### config.mk
export PLATFORM = sky130hd
export DESIGN_NAME = turn_ctrl
export DESIGN_NICKNAME = d
export VERILOG_FILES = /design/src/rtl/game_pkg.sv /design/src/rtl/turn_ctrl.sv
export SDC_FILE = /design/constraint.sdc
export NUM_CORES = 1
export LEC_CHECK = 0
export CAP_MARGIN = 20
export CORE_MARGIN = 2
export CORE_UTILIZATION = 39
export DETAILED_ROUTE_END_ITERATION = 6
export GPL_ROUTABILITY_DRIVEN = 0
export PLACE_DENSITY_LB_ADDON = 0.2
export SYNTH_ARGS = -nofsm -noshare
export SYNTH_HDL_FRONTEND = slang
export SYNTH_SLANG_ARGS = --single-unit
### constraint.sdc
create_clock -name clk -period 1.32 [get_ports clk]
set_input_delay 0.264 -clock clk [delete_from_list [all_inputs] [get_ports clk]]
set_output_delay 0.264 -clock clk [all_outputs]
set_load 0.1 [all_outputs]
### src/rtl/game_pkg.sv
// Shared game types: turn FSM state encoding and the default turn limit.
package game_pkg;

  typedef enum logic [2:0] {
    ST_IDLE = 3'd0,
    ST_TURN = 3'd1,
    ST_AUTO = 3'd2,
    ST_DONE = 3'd3
  } state_t;

  localparam int MAX_TURNS_DEFAULT = 9;

  function automatic logic [3:0] sat_inc(input logic [3:0] c, input logic [3:0] lim);
    return (c >= lim) ? lim : c + 4'd1;
  endfunction

endpackage

### src/rtl/turn_ctrl.sv
// Turn sequencer: IDLE/TURN/AUTO/DONE, AUTO only with TURN_CTRL_AUTO_MOVE_EN (else timeout forfeits the turn).
// All outputs registered, one-edge latency; auto_req is held until auto_ack is sampled.
module turn_ctrl
  import game_pkg::*;
#(
  parameter int MAX_TURNS = MAX_TURNS_DEFAULT
) (
  input  logic       clk,
  input  logic       rst,
  input  logic       start,
  input  logic       move_valid,
  input  logic       game_over,
  input  logic       timeout,
  input  logic       auto_ack,
  output logic       timer_restart,
  output logic       auto_req,
  output logic       player,
  output logic [3:0] turn_cnt,
  output logic [2:0] state_o
);

  localparam logic [3:0] MAX_CNT = 4'(MAX_TURNS);

  state_t     state;
  logic       turn_done;
  logic [3:0] next_cnt;

  assign state_o  = state;
  assign next_cnt = sat_inc(turn_cnt, MAX_CNT);

  // A turn completes on a player move, or on the auto-move ack; game_over overrides both.
  always_comb begin
    turn_done = 1'b0;
    if (!game_over) begin
      case (state)
        ST_TURN: turn_done = move_valid;
`ifdef TURN_CTRL_AUTO_MOVE_EN
        ST_AUTO: turn_done = auto_ack;
`endif
        default: turn_done = 1'b0;
      endcase
    end
  end

`ifndef TURN_CTRL_AUTO_MOVE_EN
  logic unused_ack;
  assign unused_ack = auto_ack;
  assign auto_req   = 1'b0;
`endif

  always_ff @(posedge clk) begin
    if (!rst) begin
      state         <= ST_IDLE;
      player        <= 1'b0;
      turn_cnt      <= 4'd0;
      timer_restart <= 1'b0;
`ifdef TURN_CTRL_AUTO_MOVE_EN
      auto_req      <= 1'b0;
`endif
    end else begin
      timer_restart <= 1'b0;
      case (state)
        ST_IDLE, ST_DONE: begin
          if (start) begin
            state         <= ST_TURN;
            player        <= 1'b0;
            turn_cnt      <= 4'd0;
            timer_restart <= 1'b1;
          end
        end
        ST_TURN: begin
          if (game_over) begin
            state <= ST_DONE;
          end else if (timeout && !move_valid) begin
`ifdef TURN_CTRL_AUTO_MOVE_EN
            state    <= ST_AUTO;
            auto_req <= 1'b1;
`else
            player        <= ~player;
            timer_restart <= 1'b1;
`endif
          end
        end
`ifdef TURN_CTRL_AUTO_MOVE_EN
        ST_AUTO: begin
          if (game_over) begin
            state    <= ST_DONE;
            auto_req <= 1'b0;
          end else if (auto_ack) begin
            auto_req <= 1'b0;
          end
        end
`endif
        default: state <= ST_IDLE;
      endcase

      // Reaching the limit ends the game without restarting the timer.
      if (turn_done) begin
        player   <= ~player;
        turn_cnt <= next_cnt;
        if (next_cnt == MAX_CNT) begin
          state <= ST_DONE;
        end else begin
          state         <= ST_TURN;
          timer_restart <= 1'b1;
        end
      end
    end
  end

endmodule

==> impl_metrics.json, run 1 <==
{
  "p_switching_uw": 400,
  "synth.most_common_cell": "dfxtp_1",
  "drc_errors": 0,
  "cp.arrival_ns": 1.49,
  "gr-total-overflow": 0,
  "violations": "setup timing",
  "postLayoutCellArea_um2": 977,
  "vias": 553,
  "start_kind": "flip-flop",
  "path_cells": "inv_4, ha_4, nand2b_4, a21oi_1, nor3_2, o21a_1",
  "die_h_um": 41.6,
  "hpwl_mm": 1.03,
  "fin_ws_ns": -0.0246,
  "grt_pass1_wl_mm": 2.44,
  "power_switching_share_pct": 41.7,
  "synth_seq_cells": 8,
  "io_pins": 17,
  "p_seq_share_pct": 30.4,
  "intPower_uw": 560,
  "worstPathBufferInverterCount": 1,
  "crit_family": "flip-flops",
  "grt_pass1_vias": 545,
  "setup_tns_ns": -0.0383,
  "ant_nets": 0,
  "drv_slew": 0,
  "cts.path.max_buffers": 2,
  "hold_path_class": "flip-flop to flip-flop",
  "drv_cap": 0,
  "syn_avg_cell_area_um2": 8.36,
  "drive_gt1_share_pct": 52.9,
  "yosysWarnings": 0,
  "synth_flop_cell": "dfxtp_1",
  "min_path_cells": 2,
  "clk_root_buffer_cell": "clkbuf_4",
  "rsz0062_at_grt": "yes",
  "track_usage_pct": 18.1,
  "synth-xor-area-share_pct": 1.59,
  "yosys.area_share.simple_pct": 24.9,
  "synthesis.area_um2": 552,
  "p_leak_nw": 0.379,
  "yosysUniqueCellTypes": 31,
  "outcome": "complete, but fails checks",
  "netlist_instances": 66,
  "pwr-share-comb_pct": 50.1,
  "finalNetCount": 101,
  "critPathCaptureType": "flip-flop",
  "synthAdderAreaFrac_pct": 11.3,
  "postPlaceCellArea_um2": 868,
  "clkPwrFrac_pct": 19.5,
  "required_ns": 1.47,
  "grt_max_degree": 10,
  "numCtsBuffers": 3,
  "skew_ns": 0.00141,
  "wire_per_inst_um": 16.1,
  "globalRoute.busiestLayer": "met2",
  "crit_path_top_delay_cell": "dfxtp_4",
  "yosys.area.top_type_share_pct": 29.0,
  "core_area_um2": 1320,
  "yosys.area.top_type": "dfxtp_1",
  "drtIter0Drc": 5,
  "cts_tree": "done",
  "final_hold_viol_count": 0,
  "irDropWorstVdd_mv": 0.699,
  "grt_use_met3_pct": 4.35,
  "ctsHtreeMaxLevel": 1,
  "num_rows": 13,
  "start_util_pct": 41.9,
  "setup-violations-final": 3,
  "totalWireLength_mm": 1.64,
  "cp.depth": 6,
  "drt_first_pass_iters": 4,
  "synthArstFlopShare_pct": 0,
  "cts_hold_buf": 0,
  "via_per_inst": 5.42,
  "hold_ws_ns": 0.513,
  "clock_latency_ns": 0.25,
  "max_stage_delay_ns": 0.39,
  "synth_mux_area_share_pct": 3.63,
  "synth_compound_area_share_pct": 21.3,
  "diodes": 0,
  "powerDensity_nw_per_um2": 983,
  "clk_pin_slew_ns": 0.05,
  "worstSetupPathType": "flip-flop to flip-flop",
  "synth_area_leaders": "dfxtp_1 (29%), ha_1 (11%), a21oi_1 (6.3%), a21boi_1 (4.1%), inv_1 (4.1%)",
  "dieArea_um2": 1730,
  "clock_sinks": 8,
  "synth_edf_count": 0,
  "die_w_um": 41.6,
  "antenna_found_initial": 0,
  "ys_top_cells_by_count": "dfxtp_1 (8), a21oi_1 (7), inv_1 (6)",
  "fin_crit_sh_pct": 102,
  "syn_to_final_growth_pct": 77.1,
  "io_buffers": 13,
  "synth.yosys.seq_area_share_pct": 29.0,
  "synth_top_family_by_area": "simple AND/OR/NAND/NOR gates",
  "fmaxAchievable_mhz": 744,
  "period_needed_ns": 1.34,
  "grtUsageMet1_pct": 24.0,
  "crit_fanout": 4,
  "use_met2_pct": 27.2,
  "reg2regPathDepth": 6
}
==> what timing repair did <==
| action | 4_1_cts | 5_1_grt |
|---|---|---|
| gates cloned | 1 | 0 |
| pin swaps | 2 | 5 |
| setup buffers | 0 | 2 |
| endpoints found under the setup margin | 1 | 8 |
| resized for setup | 2 | 11 |
==> sequential cells by signal, indices dropped and copies added, names as in the netlist <==
| signal | cells |
|---|---|
| state_o | 2 |
| player | 1 |
| timer_restart | 1 |
| turn_cnt | 4 |
==> worst paths after layout <==
path	startpoint	to	slack (ns)
hold / removal	state_o[0]$_SDFFE_PN0P_	state_o[0]$_SDFFE_PN0P_	0.51
hold reg to reg	state_o[0]$_SDFFE_PN0P_	state_o[0]$_SDFFE_PN0P_	0.51
setup / recovery	state_o[0]$_SDFFE_PN0P_	state_o[1]$_SDFFE_PN0P_	-0.02
setup reg to reg	state_o[0]$_SDFFE_PN0P_	state_o[1]$_SDFFE_PN0P_	-0.02
==> stage by stage <==
stage / total power [mW] / std cells / utilization (%) / setup WS [ns]
after floorplan: 0.579 / 67 / - / -0.117
after global placement: 0.719 / 96 / 65.9 / -0.197
after detailed placement: 0.724 / 96 / 65.9 / -0.239
after CTS: 0.919 / 100 / 68.5 / 0.00484
after global routing: 1.00 / 102 / 74.2 / -0.0656
final: 0.960 / 102 / 74.2 / -0.0246
==> cells in the final DEF, fill, tap and decap left out, types with 2 or more instances in the layout <==
master,count
a21boi_1,2
a21boi_2,2
a21oi_1,6
a31oi_1,2
buf_12,8
buf_4,6
clkbuf_4,3
clkdlybuf4s50_1,4
conb_1,2
dfxtp_1,2
dfxtp_2,2
dfxtp_4,4
ha_4,4
inv_1,3
inv_4,3
mux2i_1,2
nand2_1,2
nand2b_4,2
nand3_2,2
nor2_1,2
nor2_4,2
o21ai_1,3
==> power by group through the flow <==
stage                     logic (mW)  clock network, mW  registers (mW)
after global placement         0.425                  0           0.293
after detailed placement       0.431                  0           0.293
after floorplan                0.166                  0           0.413
after CTS                      0.441              0.189           0.289
final                          0.481              0.187           0.292
after global routing           0.502              0.205           0.295
==> layer usage <==
layer	part of all wire (%)	vias up
met2	52	15
met1	42	258
li1	-	275
met3	5.2	5
met5	0	-
met4	1.6	0
==> tightest hold or removal path: stages, from the launching register on <==
cell and delay (ns):
dfxtp_4 0.37, inv_4 0.07, a21oi_2 0.04
==> area by class of cell <==
cell class | count | area, µm²
clock buffer | 3 | 22.5
timing repair buffer | 19 | 254
sequential | 8 | 178
tap | 15 | 18.8
multi-input combinational | 51 | 474
fill | 103 | 340
inverter | 6 | 30.0
==> kinds of logic (layout without fill, tap and decap cells) <==
| kind of cell | Yosys count | after routing |
|---|---|---|
| other | 1 | 2 |
| xor gates and xnor gates | 1 | 1 |
| muxes | 2 | 2 |
| adders and majority gates | 5 | 5 |
| DFF | 8 | 8 |
| AOI/OAI and AO/OA | 19 | 19 |
| buffers and inverters | 9 | 28 |
| and+or+nand+nor | 21 | 22 |
(Power assumes the default switching activity.)
==> run 2, diff against run 1 <==
TNS_END_PERCENT = 100   (was not set)
==> results of run 2 <==
No change in the layout: final DEF, timing and power equal those of run 1.
==> RTL edit, RTL diff (config.mk and constraints of run 2) <==
Change the package constant `MAX_TURNS_DEFAULT` from 9 to 6.
--- a/src/rtl/game_pkg.sv
+++ b/src/rtl/game_pkg.sv
@@ -8,7 +8,7 @@
     ST_DONE = 3'd3
   } state_t;
 
-  localparam int MAX_TURNS_DEFAULT = 9;
+  localparam int MAX_TURNS_DEFAULT = 6;
 
   function automatic logic [3:0] sat_inc(input logic [3:0] c, input logic [3:0] lim);
     return (c >= lim) ? lim : c + 4'd1;
Formal check against the unedited RTL: not equivalent (Yosys sat finds a counterexample within 10 cycles, from zero or initial values and one cycle with rst low).
==> RTL edit against run 2 <==
- synthesized cell count shrank 7.6%
- power rose by 38%
- worst setup slack improved by 0.025 ns
- hold slack better by 0.0014 ns
- critical path depth unchanged
- first-iteration DRC count grew 60%
- area after synthesis down 9.3%
- cell count down 5.9%
- wire length decreased by 35%
- maximum frequency grew 1.9%
- cell area decreased by 12%
- sequential cell count unchanged
- largest power group unchanged
==> RTL edit: results (changes against run 2) <==
Status:
- The flow ran to the end, and the final reports show no timing, DRC or antenna violations.

Worst setup path:
- The worst register-to-register path ends at turn_cnt[0].
- The maximum fanout count along the critical path is 5 (+1).
- Data on the critical path arrives at its endpoint at 1.50 ns.
- The critical path is of the reg2reg type.
- The count of cells along the worst register-to-register path is 6 (unchanged).
- The slack of the worst reg-to-reg path is 0.0004 ns (+0.03 ns).
- The startpoint of the most critical register-to-register path is turn_cnt[0].

Cells and area:
- The flip-flop count of the largest register after layout is 4 (unchanged).
- The fill cell total of the finished layout is 89 (-14%).
- The share of post-route cells with drive strength above 1 is 0.463 (-0.0653).
- Counting flops per register, the top entry is turn_cnt.
- The number of antenna cells inserted was 0 (unchanged).
- The final net count was 94 (-6.9%).

Power and ir drop:
- The static leakage is 0.367 nW (-3.1%).
- The maximum vdd drop came to 0.00128 V (+83%).

Clocking:
- The H-tree level count is 1 (unchanged).
- The clock transition time at the flip-flop clock pins of the worst setup and hold paths is 0.05 ns (about the same).
- The insertion delay of the later-clocked pin in the worst-skew pair is 0.25 ns (about the same).
- The buffer depth of the longest clock path is 2 (unchanged).
- The total CTS buffers is 3 (unchanged).
- CTS placed an instance of clkbuf_4 at the clock tree root.

Place:
- The number of cells after detailed placement is 90 (-6.3%).
- The number of buffer cells added on primary ports came to 13 (unchanged).
- The instance area at placement was 816 sq um (-6.1%).

Yosys:
- Counting instances in the post-synthesis netlist gives the leading cell types as dfxtp_1 (8), a21oi_1 (5), nand2_1 (5).
- The fraction of the yosys area taken by sequential cells is 0.320 (+0.0298).
- Yosys attributes the largest share of cell area to dfxtp_1 (32%), ha_1 (10%), a21oi_1 (5.0%).
- The count of synthesis-stage warnings from yosys was 0 (unchanged).
- The cell count after synthesis is 61 (-7.6%).
- The count of distinct cell types in the synthesized netlist was 28 (-9.7%).
- The share of synthesized registers carrying an async set or reset is 0 (unchanged).

Global routing:
- The wire length of the first global-routing pass was 1.76 mm (-28%).
- The number of antenna violations at the first check in global routing is 0 (unchanged).
- The number of global-route vias before repair is 446 (-18%).
- The met3 usage is 0.0341 (-0.00939).
- The global routing met1 resource utilization came to 0.172 (-0.0677).
- The all-layer global routing usage came to 0.170 (-0.0109).
- The met2 usage in global routing was 0.299 (+0.0273).

Route:
- The via density per instance came to 5.05 (-6.8%).
- The total vias in the final route was 485 (-12%).
- The detailed router's first-iteration violation count is 8 (+3).
- The detailed-router iteration count before antenna repair is 4 (unchanged).
- The detail-routed net length per standard cell is 11.1 um (-31%).

Min path:
- The tightest min-delay check is of the reg2reg type.
- The path with the worst hold slack has its endpoint at player.
- The hold path depth is 2 (unchanged).
- The startpoint identified for the worst hold timing path is player.

Timing:
- The setup skew after layout is 0.000844 ns (-0.000564 ns).
-- RTL edit: worst max path at each step --
stage                       end  slack [ns]  cells past startpoint
floorplan           turn_cnt[0]       -0.15                      6
global placement    turn_cnt[0]       -0.19                      5
detailed placement  turn_cnt[0]       -0.21                      5
CTS                 turn_cnt[0]       0.002                      6
global route        turn_cnt[0]       -0.07                      6
finish              turn_cnt[0]      0.0004                      6
-- RTL edit: worst max-delay path, cell delays in order, from the launching register on --
cell      delay (ns)
dfxtp_4         0.38
inv_4           0.04
ha_4            0.15
o21ai_2         0.10
nand2b_1        0.10
or3_1           0.35
a21boi_1        0.13
-- RTL edit: cells by family (layout without fill, tap and decap cells) --
| kind of cell | count (synthesis) | in the layout | synth area share |
|---|---|---|---|
| and+or+nand+nor | 26 | 26 | 0.305 |
| AOI/OAI and AO/OA | 13 | 13 | 0.160 |
| DFF | 8 | 8 | 0.320 |
| buffers and inverters | 7 | 27 | 0.0700 |
| adders and majority gates | 4 | 4 | 0.100 |
| other | 1 | 2 | 0.00749 |
| xor gates and xnor gates | 1 | 1 | 0.0175 |
| muxes | 1 | 1 | 0.0200 |
-- RTL edit: where the power goes --
group          internal [mW]  switching (mW)
combinational          0.325           0.457
sequential             0.287          0.0575
clock                  0.116          0.0815
-- RTL edit: area by class of cell --
type / instances / area [sq um] / share of cell area
timing repair buffer: 19 / 255 / 0.297
tap: 14 / 17.5 / 0.0203
clock buffer: 4 / 26.3 / 0.0305
sequential: 8 / 178 / 0.206
multi-input combinational: 47 / 367 / 0.426
inverter: 4 / 17.5 / 0.0203
-- RTL edit: per-layer routing --
layer / vias to the layer above / wire [um]
met3: 4 / 36
met5: - / 0
li1: 249 / -
met1: 217 / 463
met4: 0 / 36
met2: 15 / 527
-- RTL edit: what timing repair did --
item                                    in CTS  in global routing
gates resized for setup                      0                  1
pin swaps                                    0                  3
endpoints found under the setup margin       2                  5
buffers inserted                             1                  1
-- RTL edit: through the flow --
| stage | hold WS (ns) | setup WS, ns | setup TNS (ns) | utilization | power, mW |
|---|---|---|---|---|---|
| 6_report | 0.514 | 0.000393 | 0 | 0.745 | 1.32 |
| 5_1_grt | 0.553 | -0.0688 | -0.173 | 0.745 | 1.40 |
| 4_1_cts | 0.518 | 0.00174 | 0 | 0.735 | 1.32 |
| 3_5_place_dp | 0.502 | -0.210 | -1.03 | 0.706 | 1.11 |
| 3_3_place_gp | 0.491 | -0.192 | -0.928 | 0.706 | 1.10 |
| 2_1_floorplan | 0.469 | -0.146 | -0.571 | - | 0.865 |
